--- src/rtl/ro_seven_seg_display_pkg.sv ---
// Shared types and helpers for the Ro seven-segment display slice.
// Holds the converter state encoding, the blank segment pattern and the
// BCD-digit to segment decoder (common anode, active-low, {g,f,e,d,c,b,a}).
package k2_display_pkg;

  typedef enum logic {IDLE, CONV} conv_state_e;

  localparam logic [6:0] SEG_BLANK = 7'h7F;

  function automatic logic [6:0] seg_decode(input logic [3:0] d);
    logic [6:0] s;
    case (d)
      4'd0:    s = 7'h40;
      4'd1:    s = 7'h79;
      4'd2:    s = 7'h24;
      4'd3:    s = 7'h30;
      4'd4:    s = 7'h19;
      4'd5:    s = 7'h12;
      4'd6:    s = 7'h02;
      4'd7:    s = 7'h78;
      4'd8:    s = 7'h00;
      4'd9:    s = 7'h10;
      default: s = SEG_BLANK;
    endcase
    return s;
  endfunction

endpackage

--- src/rtl/ro_seven_seg_display_if.sv ---
// Bundle between the processor-side Ro value and the display outputs.
// master drives Ro and watches the display; slave is the display block.
interface ro_seven_seg_display_if #(
  parameter int bits   = 8,
  parameter int DIGITS = 3
);
  logic [bits-1:0]     Ro;
  logic [6:0]          seg;
  logic [DIGITS-1:0]   an;
  logic [4*DIGITS-1:0] bcd;
  logic                busy;

  modport master (output Ro, input seg, an, bcd, busy);
  modport slave  (input Ro, output seg, an, bcd, busy);
endinterface

--- src/rtl/ro_seven_seg_display_bin2bcd_seq.sv ---
// Sequential double-dabble converter with change detection.
// IDLE watches Ro against the last converted value; CONV runs bits
// add-3/shift steps, then publishes the result one cycle later so that
// busy covers exactly the shifting cycles and bcd updates atomically.
import k2_display_pkg::*;

module bin2bcd_seq #(
  parameter int bits   = 8,
  parameter int DIGITS = 3
) (
  input  logic                clk,
  input  logic                rst_n,
  input  logic [bits-1:0]     ro_i,
  output logic [4*DIGITS-1:0] bcd_o,
  output logic                busy_o
);

  localparam int CNTW = $clog2(bits + 1);
  localparam int BW   = 4 * DIGITS;

  conv_state_e     state_q, state_d;
  logic [bits-1:0] last_q, last_d;
  logic [bits-1:0] shift_q, shift_d;
  logic [BW-1:0]   scr_q, scr_d;
  logic [CNTW-1:0] cnt_q, cnt_d;
  logic [BW-1:0]   bcd_q, bcd_d;
  logic            busy_q, busy_d;
  logic [BW-1:0]   adj;

  // Add-3 correction on every scratch nibble that is 5 or more.
  always_comb begin
    adj = scr_q;
    for (int i = 0; i < DIGITS; i++) begin
      if (scr_q[4*i +: 4] >= 4'd5) adj[4*i +: 4] = scr_q[4*i +: 4] + 4'd3;
    end
  end

  // Next-state: change detection in IDLE, shift steps then publish in CONV.
  always_comb begin
    state_d = state_q;
    last_d  = last_q;
    shift_d = shift_q;
    scr_d   = scr_q;
    cnt_d   = cnt_q;
    bcd_d   = bcd_q;
    busy_d  = busy_q;
    case (state_q)
      IDLE: begin
        if (ro_i != last_q) begin
          last_d  = ro_i;
          shift_d = ro_i;
          scr_d   = '0;
          cnt_d   = CNTW'(bits);
          busy_d  = 1'b1;
          state_d = CONV;
        end
      end
      CONV: begin
        if (cnt_q != '0) begin
          {scr_d, shift_d} = {adj[BW-2:0], shift_q, 1'b0};
          cnt_d = cnt_q - CNTW'(1);
          // busy drops together with the last shift
          if (cnt_q == CNTW'(1)) busy_d = 1'b0;
        end else begin
          bcd_d   = scr_q;
          state_d = IDLE;
        end
      end
      default: state_d = IDLE;
    endcase
  end

  // State registers with synchronous reset; a reset aborts any conversion.
  always_ff @(posedge clk) begin
    if (!rst_n) begin
      state_q <= IDLE;
      last_q  <= '0;
      shift_q <= '0;
      scr_q   <= '0;
      cnt_q   <= '0;
      bcd_q   <= '0;
      busy_q  <= 1'b0;
    end else begin
      state_q <= state_d;
      last_q  <= last_d;
      shift_q <= shift_d;
      scr_q   <= scr_d;
      cnt_q   <= cnt_d;
      bcd_q   <= bcd_d;
      busy_q  <= busy_d;
    end
  end

  assign bcd_o  = bcd_q;
  assign busy_o = busy_q;

endmodule

--- src/rtl/ro_seven_seg_display.sv ---
// Ro to multiplexed common-anode 7-segment display.
// Converts each new Ro to BCD and scans the digits, REFRESH_DIV clocks each.
// Optional build macro LEADING_ZERO_BLANK_EN blanks digits above the most
// significant nonzero digit (digit 0 is always shown).
import k2_display_pkg::*;

module ro_seven_seg_display #(
  parameter int bits        = 8,
  parameter int DIGITS      = 3,
  parameter int REFRESH_DIV = 50000
) (
  input  logic                   clk,
  input  logic                   rst_n,
  ro_seven_seg_display_if.slave  dio
);

  localparam int CW = (REFRESH_DIV > 1) ? $clog2(REFRESH_DIV) : 1;
  localparam int IW = (DIGITS > 1) ? $clog2(DIGITS) : 1;

  logic [4*DIGITS-1:0] bcd_w;
  logic                busy_w;
  logic [CW-1:0]       refr_q, refr_d;
  logic [IW-1:0]       idx_q, idx_d;
  logic [DIGITS-1:0]   an_q, an_d;
  logic [6:0]          seg_q, seg_d;
  logic [3:0]          digit;

  bin2bcd_seq #(.bits(bits), .DIGITS(DIGITS)) u_conv (
    .clk    (clk),
    .rst_n  (rst_n),
    .ro_i   (dio.Ro),
    .bcd_o  (bcd_w),
    .busy_o (busy_w)
  );

  // Refresh divider and digit index; index steps when the divider wraps.
  always_comb begin
    refr_d = refr_q + CW'(1);
    idx_d  = idx_q;
    if (refr_q == CW'(REFRESH_DIV - 1)) begin
      refr_d = '0;
      idx_d  = (idx_q == IW'(DIGITS - 1)) ? '0 : idx_q + IW'(1);
    end
  end

  assign digit = bcd_w[4*int'(idx_q) +: 4];

`ifdef LEADING_ZERO_BLANK_EN
  logic [IW-1:0] msd;

  // Anode pattern and segments for the current digit, blanking leading zeros.
  always_comb begin
    msd = '0;
    for (int i = 1; i < DIGITS; i++) begin
      if (bcd_w[4*i +: 4] != 4'd0) msd = IW'(i);
    end
    an_d  = ~(DIGITS'(1) << idx_q);
    seg_d = (idx_q > msd) ? SEG_BLANK : seg_decode(digit);
  end
`else
  // Anode pattern and segments for the current digit, all digits shown.
  always_comb begin
    an_d  = ~(DIGITS'(1) << idx_q);
    seg_d = seg_decode(digit);
  end
`endif

  // Scan registers; outputs are registered so the pins never glitch.
  always_ff @(posedge clk) begin
    if (!rst_n) begin
      refr_q <= '0;
      idx_q  <= '0;
      an_q   <= '1;
      seg_q  <= SEG_BLANK;
    end else begin
      refr_q <= refr_d;
      idx_q  <= idx_d;
      an_q   <= an_d;
      seg_q  <= seg_d;
    end
  end

  assign dio.an   = an_q;
  assign dio.seg  = seg_q;
  assign dio.bcd  = bcd_w;
  assign dio.busy = busy_w;

endmodule

--- src/flat_wrapper.sv ---
// flat-port wrapper written by rule: the top's interface ports become plain ports
module ro_seven_seg_display_flat 
#(
  parameter int bits        = 8,
  parameter int DIGITS      = 3,
  parameter int REFRESH_DIV = 50000
)
  (clk, rst_n, dio_Ro, dio_seg, dio_an, dio_bcd, dio_busy);
  ro_seven_seg_display_if #(.bits(bits), .DIGITS(DIGITS)) dio_i ();
  input  logic clk;
  input  logic rst_n;
  input wire logic [$bits(dio_i.Ro)-1:0] dio_Ro;
  output wire logic [$bits(dio_i.seg)-1:0] dio_seg;
  output wire logic [$bits(dio_i.an)-1:0] dio_an;
  output wire logic [$bits(dio_i.bcd)-1:0] dio_bcd;
  output wire logic [$bits(dio_i.busy)-1:0] dio_busy;
  assign dio_i.Ro = dio_Ro;
  assign dio_seg = dio_i.seg;
  assign dio_an = dio_i.an;
  assign dio_bcd = dio_i.bcd;
  assign dio_busy = dio_i.busy;
  ro_seven_seg_display #(.bits(bits), .DIGITS(DIGITS), .REFRESH_DIV(REFRESH_DIV)) u_core (.clk(clk), .rst_n(rst_n), .dio(dio_i));
endmodule
--- config.mk ---
export PLATFORM = sky130hd
export DESIGN_NAME = ro_seven_seg_display_flat
export DESIGN_NICKNAME = d
export VERILOG_FILES = /design/src/rtl/ro_seven_seg_display_pkg.sv /design/src/rtl/ro_seven_seg_display_if.sv /design/src/rtl/ro_seven_seg_display_bin2bcd_seq.sv /design/src/rtl/ro_seven_seg_display.sv /design/src/flat_wrapper.sv
export SDC_FILE = /design/constraint.sdc
export NUM_CORES = 1
export LEC_CHECK = 0
export ABC_AREA = 1
export BUFFER_PORTS_ARGS = -buffer_cell sky130_fd_sc_hd__buf_2
export CAP_MARGIN = 10
export CORE_ASPECT_RATIO = 0.5
export CORE_MARGIN = 4
export CORE_UTILIZATION = 30
export CTS_CLUSTER_DIAMETER = 30
export DETAILED_ROUTE_END_ITERATION = 8
export PLACE_DENSITY = 0.5
export SLEW_MARGIN = 5
export SYNTH_ARGS = -nofsm -noshare
export SYNTH_HDL_FRONTEND = slang
export SYNTH_HIERARCHICAL = 1
export SYNTH_SLANG_ARGS = --single-unit
--- constraint.sdc ---
create_clock -name clk -period 2.9 [get_ports clk]
set_clock_uncertainty 0.05 [all_clocks]
set_input_delay 0.145 -clock clk [delete_from_list [all_inputs] [get_ports clk]]
set_output_delay 0.145 -clock clk [all_outputs]
set_load 0.05 [all_outputs]
==> flow_summary.yaml, run 1 <==
status:
  status: "finished, final reports clean"
clocking:
  numCtsBuffers: 9
  cts-htree-levels: 3
  postCtsHoldBufs: 0
  cts_sinks: 74
  cts-root-buf: "clkbuf_16"
  post-cts-setup-buffers: 0
  cts_resized: 0
  clock_path_buffers: 2
  path_clk_slew_ps: 60
  cts_tree: "built"
  insertion_delay_ps: 330
synth:
  synth_seq_cells: 74
  synthCells: 516
  synth_cell_type_count: 34
  ys.warnings.count: 6
  syn_nets: 540
  synthMostInstantiatedCell: "nand2_1"
  syn_area_per_cell_sq_um: 7.30
  synth_flop_cell: "dfxtp_1"
  synthTopCellsByCount: "nand2_1, dfxtp_1, inv_1"
  synthTopCellsByArea: "dfxtp_1, nand2_1, nand3_1, a21oi_1, inv_1"
  synthArstFlopShare_pct: 0
  synth-edff-count: 0
  netlist_area_sq_um: 3770
  synth.top_cell.area_share_pct: 39.3
  yosysSeqAreaShare_pct: 39.3
  yosysTopAreaCell: "dfxtp_1"
sta:
  max-slew-margin-rel_pct: 48.5
  hold_slack_ps: 47.4
  worst_pin_slew_ps: 770
  final-setup-viol-count: 0
  tns_ps: 0
  fin_crit_sh_pct: 66.6
  period_needed_ps: 1930
  rsz0062_at_grt: "no"
  max_freq_ghz: 0.518
  hold_viol_final: 0
  slew_viol_final: 0
placed_design:
  gp_congestion: 0.742
  dpl-instance-area_sq_um: 4040
  dp_hpwl_um: 5540
  port_buffers: 32
pwr:
  p_leak_nw: 1.69
  vdd_drop_max_uv: 230
  power_density_nw_per_um2: 639
detailed_routing:
  first_iter_violations: 144
  antenna_left: 0
  first_pass_iters: 4
  vias: 3157
  viasPerCell: 4.43
  wl_per_cell_um: 11.3
  drc: 0
  wl_um: 8050
critical_path:
  path_max_fanout: 24
  crit_slowest_cell: "nand3_1"
  rr_startpoint: "u_core/u_conv/cnt_q[0]"
  rr_worst_depth: 5
  cp_slowest_stage_delay_ps: 580
  path_class: "reg2reg"
  worstPathArrival_ps: 2070
  r2r_setup_slack_ps: 970
  r2r-end: "u_core/u_conv/bcd_o[5]"
  end_kind: "flop"
  crit_required_ps: 3040
  cp-start-kind: "flop"
  path_cells: "inv_1, ha_1, nand3_1, o21ai_0, a21oi_1"
global_routing:
  grt_use_total_pct: 11.8
  antenna_found_initial: 0
  grt_pass1_vias: 2903
  overflow: 0
  grt_max_degree: 35
  grt_pass1_wl_um: 13900
hold_path:
  min_path_type: "in2reg"
  min_path_cells: 3
  min_from: "dio_Ro[4]"
  whs_endpoint: "u_core/u_conv/last_q[4]"
finish:
  final_layout_size_suffix_gt1_share_pct: 15.1
  num_antenna_cells: 0
  final_nets: 568
  stdcell_area_sq_um: 4300
  syn_to_final_growth_pct: 14.0
  n_fill_cell: 1327
die:
  die_area_sq_um: 14500
  die-height_um: 87.3
  core_area_sq_um: 12100
  ios: 33
  fp-row-count: 28
  start_util_pct: 31.3
  die_w_um: 167
run:
  maxCapViolCount: 0
## cell type report
type / count / area [sq um] / area share (%)
repair buffers: 33 / 168 / 3.90
well taps: 165 / 206 / 4.81
clock buffers: 12 / 236 / 5.51
flip-flops and latches: 74 / 1480 / 34.5
inverters: 66 / 255 / 5.94
clock inverters: 3 / 17.5 / 0.408
multi-input cells: 360 / 1930 / 44.9
## state kept, by name (all words and copies together), names as in the netlist
name and count:
u_core/dio.an 3, u_core/idx_q 2, u_core/u_conv/last_q 8, u_core/u_conv/busy_o 1
u_core/u_conv/bcd_o 12, u_core/u_conv/shift_q 8, u_core/u_conv/scr_q 12, u_core/refr_q 16
u_core/dio.seg 7, u_core/u_conv/cnt_q 4, u_core/u_conv/state_q 1
## cell usage in the layout, fill, tap and decap left out, types with 2 or more instances in the layout
| master | n |
|---|---|
| nand2_4 | 4 |
| clkbuf_16 | 9 |
| ha_1 | 14 |
| o21ai_0 | 30 |
| nand4_1 | 3 |
| o21ai_2 | 2 |
| nor2_1 | 54 |
| xnor2_1 | 8 |
| buf_2 | 32 |
| nand2_2 | 5 |
| inv_2 | 6 |
| nand3_2 | 7 |
| nor2_2 | 4 |
| nor3_1 | 8 |
| nand2_8 | 3 |
| clkbuf_1 | 3 |
| nor2_4 | 2 |
| xor2_1 | 5 |
| clkinv_2 | 2 |
| a21oi_1 | 51 |
| or2_1 | 2 |
| inv_1 | 57 |
| nand3_1 | 53 |
| dfxtp_1 | 74 |
| nand2_1 | 99 |
## per-layer routing
metal  global-route usage [%]  vias up  share of wire (%)
met3                     3.81        8                3.4
li1                         -     1712                  -
met4                     4.01        0                1.2
met2                     18.8       28                 43
met1                     15.3     1409                 53
met5                        0        -                  0
## power by group
group / switching (W) / internal [W]
clock network: 0.000400 / 0.000571
registers: 0.0000614 / 0.00110
logic: 0.000442 / 0.000165
## worst max path at each step
stage                           startpoint                      end  slack (ps)  depth (start not counted)
CTS                 u_core/u_conv/cnt_q[0]   u_core/u_conv/bcd_o[5]         930                          5
global route        u_core/u_conv/cnt_q[0]   u_core/u_conv/bcd_o[5]         700                          5
detailed placement  u_core/u_conv/cnt_q[0]   u_core/u_conv/bcd_o[5]         940                          5
floorplan           u_core/u_conv/bcd_o[9]        u_core/dio.seg[3]        1220                          7
global placement    u_core/u_conv/cnt_q[0]  u_core/u_conv/bcd_o[10]        1060                          5
finish              u_core/u_conv/cnt_q[0]   u_core/u_conv/bcd_o[5]         970                          5
## critical path: cells and delay by family (launching register included)
kind                       cells  cell delay (ps)
buffers and inverters          1               70
DFF                            1              350
AOI/OAI and AO/OA              2              490
and+or+nand+nor                1              580
adders and majority gates      1              250
## cells by family after synthesis
family / after synthesis / synth area share (%)
compound gates: 87 / 12.3
xor+xnor: 13 / 3.02
fa+ha+maj: 14 / 4.65
buf+inv: 82 / 9.46
flops: 74 / 39.3
simple gates: 246 / 31.3
## stage by stage
stage               worst slack (ps)  utilization [%]  total power (W)  std cells
floorplan                       1220                -          0.00168        516
global placement                1060             33.5          0.00180        698
detailed placement               940             33.5          0.00180        698
CTS                              927             35.6          0.00280        713
global route                     698             35.6          0.00291        713
finish                           969             35.6          0.00274        713
Note: power is estimated with default switching activity, not from simulation.
==> run 2: changes to the inputs <==
--- a/config.mk
+++ b/config.mk
@@ -13,7 +13,7 @@
 export CORE_UTILIZATION = 30
 export CTS_CLUSTER_DIAMETER = 30
 export DETAILED_ROUTE_END_ITERATION = 8
-export PLACE_DENSITY = 0.5
+export PLACE_DENSITY = 0.51
 export SLEW_MARGIN = 5
 export SYNTH_ARGS = -nofsm -noshare
 export SYNTH_HDL_FRONTEND = slang
==> constraint.sdc (replaced) <==
create_clock -name clk -period 1.7 [get_ports clk]
set_clock_uncertainty 0.05 [all_clocks]
set_input_delay 0.085 -clock clk [delete_from_list [all_inputs] [get_ports clk]]
set_output_delay 0.085 -clock clk [all_outputs]
set_load 0.05 [all_outputs]
==> run 2 against run 1 <==
Highest routed layer unchanged. Flip-flop and latch count is the same. Worst setup slack lost 870 ps. Critical endpoint is now u_core/u_conv/cnt_q[0]. Via count grew 2.0%. First-iteration DRC count grew 0.69%. Clock power grew 92%. Register-to-register slack lost 840 ps. Worst hold slack lost 23 ps. Critical path type is now in2reg. Utilization grew 1.9 points.
==> flow_summary.yaml, run 2 (synthesis results as in run 1) <==
global_routing:
  grt_use_total_pct: 11.6
  grt_max_degree: 33
  grt_pass1_wl_um: 13900
  grt_pass1_vias: 2982
  antenna_found_initial: 0
  overflow: 0
die:
  start_util_pct: 31.3
  ios: 33
  die_w_um: 167
  die_area_sq_um: 14500
  die-height_um: 87.3
  core_area_sq_um: 12100
  fp-row-count: 28
finish:
  final_nets: 587
  num_antenna_cells: 0
  syn_to_final_growth_pct: 20.1
  largest-register: "u_core/refr_q"
  final_layout_size_suffix_gt1_share_pct: 18.5
  final_common_cell: "nand2_1"
  stdcell_count: 733
  largest_reg_flops: 16
  final_cell_mix: "nand2_1, dfxtp_1, inv_1"
pwr:
  internal_power_w: 0.00340
  sw_frac_of_total_pct: 31.7
  p_switching_w: 0.00158
  power_frac_comb_pct: 22.6
  vdd_drop_max_uv: 381
  pwr-share-clk_pct: 37.6
  p_leak_nw: 1.82
  p_seq_share_pct: 39.8
  power_density_nw_per_um2: 1100
hold_path:
  min_path_type: "in2reg"
  min_path_cells: 3
clocking:
  insertion_delay_ps: 330
  numCtsBuffers: 9
  cts-root-buf: "clkbuf_16"
  cts_sinks: 74
  clock_path_buffers: 2
  cts_tree: "built"
  path_clk_slew_ps: 60
  cts-htree-levels: 3
detailed_routing:
  routed.top_layer: "met4"
  viasPerCell: 4.39
  vias: 3219
  wl_per_cell_um: 11.0
  antenna_left: 0
  first_iter_violations: 145
  drc: 0
  wl_met2_um: 3470
  wl_met1_um: 4240
  wl_um: 8090
  wl_met3_um: 287
  first_pass_iters: 6
sta:
  max_freq_ghz: 0.624
  hold_viol_final: 0
  slew_viol_final: 0
  period_needed_ps: 1600
  fin_crit_sh_pct: 94.3
  rsz0062_at_grt: "yes"
  worst_pin_slew_ps: 409
  max-slew-margin-rel_pct: 72.6
  hold_slack_ps: 24.6
  final-setup-viol-count: 0
critical_path:
  cp-start-kind: "input port"
  worstPathArrival_ps: 1820
  path_class: "in2reg"
  crit_required_ps: 1920
  path_cells: "dlygate4sd3_1, buf_2, inv_1, nand2_1, nand2_1, nand2_1, nor2_1, nand2_2, nand2_8, nand2_8, buf_4, a21oi_2"
  end_kind: "flop"
  cpLargestDelayFamily: "buffers and inverters"
  crit_path_frequent_cell: "nand2_1"
  rr_worst_depth: 8
  crit_cells: 12
  cp_num_buf_inv: 4
  cp_slowest_stage_delay_ps: 530
  crit_slowest_cell: "dlygate4sd3_1"
  path_max_fanout: 19
run:
  maxCapViolCount: 0
placed_design:
  dp_hpwl_um: 5760
  port_buffers: 32
  dp.cells: 709
  gp_congestion: 0.797
status:
  status: "finished, final reports clean"
==> run 2: worst paths after layout <==
path	from	slack [ps]	to
hold reg to reg	u_core/refr_q[0]	390	u_core/refr_q[0]
hold / removal	dio_Ro[3]	20	u_core/u_conv/last_q[3]
setup / recovery	dio_Ro[1]	100	u_core/u_conv/cnt_q[0]
setup reg to reg	u_core/idx_q[1]	130	u_core/dio.seg[3]
==> run 2: layer usage <==
metal	up-vias	GRT usage, %
met2	29	18.8
met1	1424	14.9
met5	-	0
met4	0	3.34
met3	8	3.99
li1	1758	-
==> run 2: final cells by class <==
cell class              count  area [sq um]
multi-input cells         361          1940
clock buffers              11           243
inverters                  66           260
fillers                  1276          7530
flip-flops and latches     74          1490
repair buffers             51           330
well taps                 165           206
clock inverters             5          53.8
==> run 2: through the flow <==
step                      total power (W)  TNS [ps]  setup WS [ps]  cell area (sq um)  utilization, %
after global placement            0.00312         0            111               4140            34.3
after CTS                         0.00504         0           81.3               4490            37.3
final                             0.00497         0           97.6               4530            37.6
after detailed placement          0.00313         0           85.0               4140            34.3
after floorplan                   0.00287         0           23.6               3770               -
after global routing              0.00525     -1.67          -1.67               4530            37.6
==> run 2: worst reg2reg max path: stages, from the launching register on <==
cell     delay (ps)
dfxtp_2         360
nor2_1          200
nand2_1          90
nand3_2         120
inv_2            80
ha_1            280
nand3_1         100
nand3_1         110
nand3_2          60
==> run 2: repair_timing <==
| action | in CTS | in global routing |
|---|---|---|
| hold endpoints to repair | 7 | 0 |
| resized for setup | 0 | 9 |
| endpoints found under the setup margin | 0 | 21 |
| hold buffers | 6 | 0 |
| setup buffers | 0 | 1 |
==> run 2: power by group through the flow <==
stage,logic [W],clock network (W),registers (W)
finish,0.00112,0.00187,0.00198
global route,0.00125,0.00200,0.00200
CTS,0.00113,0.00194,0.00198
detailed placement,0.00111,0,0.00202
global placement,0.00110,0,0.00202
floorplan,0.000595,0,0.00228
==> run 3: changes to the inputs <==
--- a/config.mk
+++ b/config.mk
@@ -10,10 +10,10 @@
 export CAP_MARGIN = 10
 export CORE_ASPECT_RATIO = 0.5
 export CORE_MARGIN = 4
-export CORE_UTILIZATION = 30
+export CORE_UTILIZATION = 27
 export CTS_CLUSTER_DIAMETER = 30
 export DETAILED_ROUTE_END_ITERATION = 8
-export PLACE_DENSITY = 0.51
+export PLACE_DENSITY = 0.48
 export SLEW_MARGIN = 5
 export SYNTH_ARGS = -nofsm -noshare
 export SYNTH_HDL_FRONTEND = slang
==> run 3 against run 2 <==
Die area grew 10%. Sequential share of layout area shrank 0.68 points. Power grew 6.4%. Worst hold slack lost 22 ps. Critical path depth shrank 4. Clock power grew 16%. Register-to-register slack gained 20 ps. Combinational power is essentially flat. Cell area grew 2.0%. Count of clock-buffer cells in the layout shrank 1. Flip-flop and latch count is the same. Sequential power is essentially flat.
==> flow_summary.yaml, run 3 (synthesis results as in run 1) <==
sta:
  period_needed_ps: 1550
  final-setup-viol-count: 0
  max_freq_ghz: 0.647
  fin_crit_sh_pct: 90.9
  slew_viol_final: 0
  max-slew-margin-rel_pct: 75.6
  hold_viol_final: 0
  worst_pin_slew_ps: 366
finish:
  largest_reg_flops: 16
  final_layout_size_suffix_gt1_share_pct: 18.6
  final_common_cell: "nand2_1"
  final_cell_mix: "nand2_1, dfxtp_1, inv_1"
  final_nets: 589
  post-route-util_pct: 34.0
  syn_to_final_growth_pct: 22.5
  num_antenna_cells: 0
  stdcell_area_sq_um: 4620
  largest-register: "u_core/refr_q"
clocking:
  cts-root-buf: "clkbuf_16"
  path_clk_slew_ps: 60
  numCtsBuffers: 9
  cts_tree: "built"
  clock_path_buffers: 2
  cts-htree-levels: 3
  insertion_delay_ps: 340
  cts_sinks: 74
detailed_routing:
  vias: 3269
  wl_um: 8550
  first_pass_iters: 4
  drc: 0
  antenna_left: 0
  viasPerCell: 4.30
  first_iter_violations: 134
  wl_per_cell_um: 11.2
status:
  status: "finished, final reports clean"
critical_path:
  worstPathArrival_ps: 1760
  cp-start-kind: "flop"
  path_class: "reg2reg"
  end_kind: "flop"
  crit_required_ps: 1920
  path_max_fanout: 5
die:
  ios: 33
  die_w_um: 175
  core_area_sq_um: 13600
  die-height_um: 91.5
  die_area_sq_um: 16000
  fp-row-count: 30
  start_util_pct: 27.7
pwr:
  vdd_drop_max_uv: 560
  p_leak_nw: 1.85
  power_density_nw_per_um2: 1150
global_routing:
  grt_max_degree: 33
  overflow: 0
  antenna_found_initial: 0
  grt_use_total_pct: 11.0
  grt_pass1_vias: 3062
  grt_pass1_wl_um: 14400
hold_path:
  min_path_type: "in2reg"
placed_design:
  dpl-instance-area_sq_um: 4190
  dp_hpwl_um: 5970
  port_buffers: 32
  gp_congestion: 0.797
run:
  maxCapViolCount: 0
## run 3: changes by cell type in the layout (fill, tap and decap cells not counted)
| cell | delta |
|---|---|
| buf_4 | +2 |
| bufinv_16 | +2 |
| clkinv_2 | -2 |
| buf_12 | +1 |
| clkbuf_8 | -1 |
| dfxtp_1 | +1 |
| dfxtp_2 | -1 |
| dlygate4sd3_1 | -1 |
| inv_4 | +1 |
| inv_6 | -1 |
| o21ai_0 | +1 |
| o21ai_1 | -1 |
## run 3: metal layers
| layer | global-route usage (%) | part of all wire, % | up-vias |
|---|---|---|---|
| li1 | - | - | 1759 |
| met1 | 14.2 | 51 | 1457 |
| met2 | 17.6 | 44 | 44 |
| met3 | 2.66 | 3.9 | 9 |
| met4 | 4.38 | 1.1 | 0 |
| met5 | 0 | 0 | - |
## run 3: path summary, 6_finish.rpt
check	from	end	slack, ps	depth (start not counted)
max	u_core/u_conv/scr_q[0]	u_core/u_conv/scr_q[2]	150	8
min	dio_Ro[0]	u_core/u_conv/last_q[0]	2	3
max reg2reg	u_core/u_conv/scr_q[0]	u_core/u_conv/scr_q[2]	150	8
min reg2reg	u_core/refr_q[0]	u_core/refr_q[0]	400	1
## run 3: cell type report
class | count | area (sq um)
Clock inverter | 5 | 104
Timing Repair Buffer | 53 | 355
Fill cell | 1483 | 8970
Tap cell | 192 | 240
Sequential cell | 74 | 1490
Clock buffer | 10 | 229
Inverter | 66 | 258
Multi-Input combinational cell | 361 | 1940
## run 3: per-stage QoR
step	total power [W]	hold slack [ps]	setup slack, ps	TNS (ps)	std cells
floorplan	0.00287	167	23.6	0	516
global placement	0.00315	322	120	0	738
detailed placement	0.00315	339	83.1	0	738
CTS	0.00534	0.661	71.1	0	758
global route	0.00555	21.0	-0.804	-0.804	761
finish	0.00529	2.19	154	0	761
## run 3: critical path, stage by stage (launching register included)
cell,delay [ps]
dfxtp_2,360
inv_1,70
ha_1,220
nor2_1,140
nor2_1,120
or2_1,210
a21oi_1,130
nand2_1,70
a21oi_1,110
## run 3: power by group
group          total [W]  internal (W)  switching [W]  leakage [nW]
logic            0.00115      0.000357       0.000793          1.07
registers        0.00198       0.00188      0.0000958         0.608
clock network    0.00217       0.00143       0.000739         0.163
total            0.00529       0.00366        0.00163          1.85
## run 3: timing repair
| item | 4_1_cts | 5_1_grt |
|---|---|---|
| setup buffers | 0 | 2 |
| gates resized for setup | 0 | 6 |
| endpoints found under the setup margin | 0 | 12 |
| hold buffers | 5 | 0 |
| hold endpoints to repair | 5 | 0 |
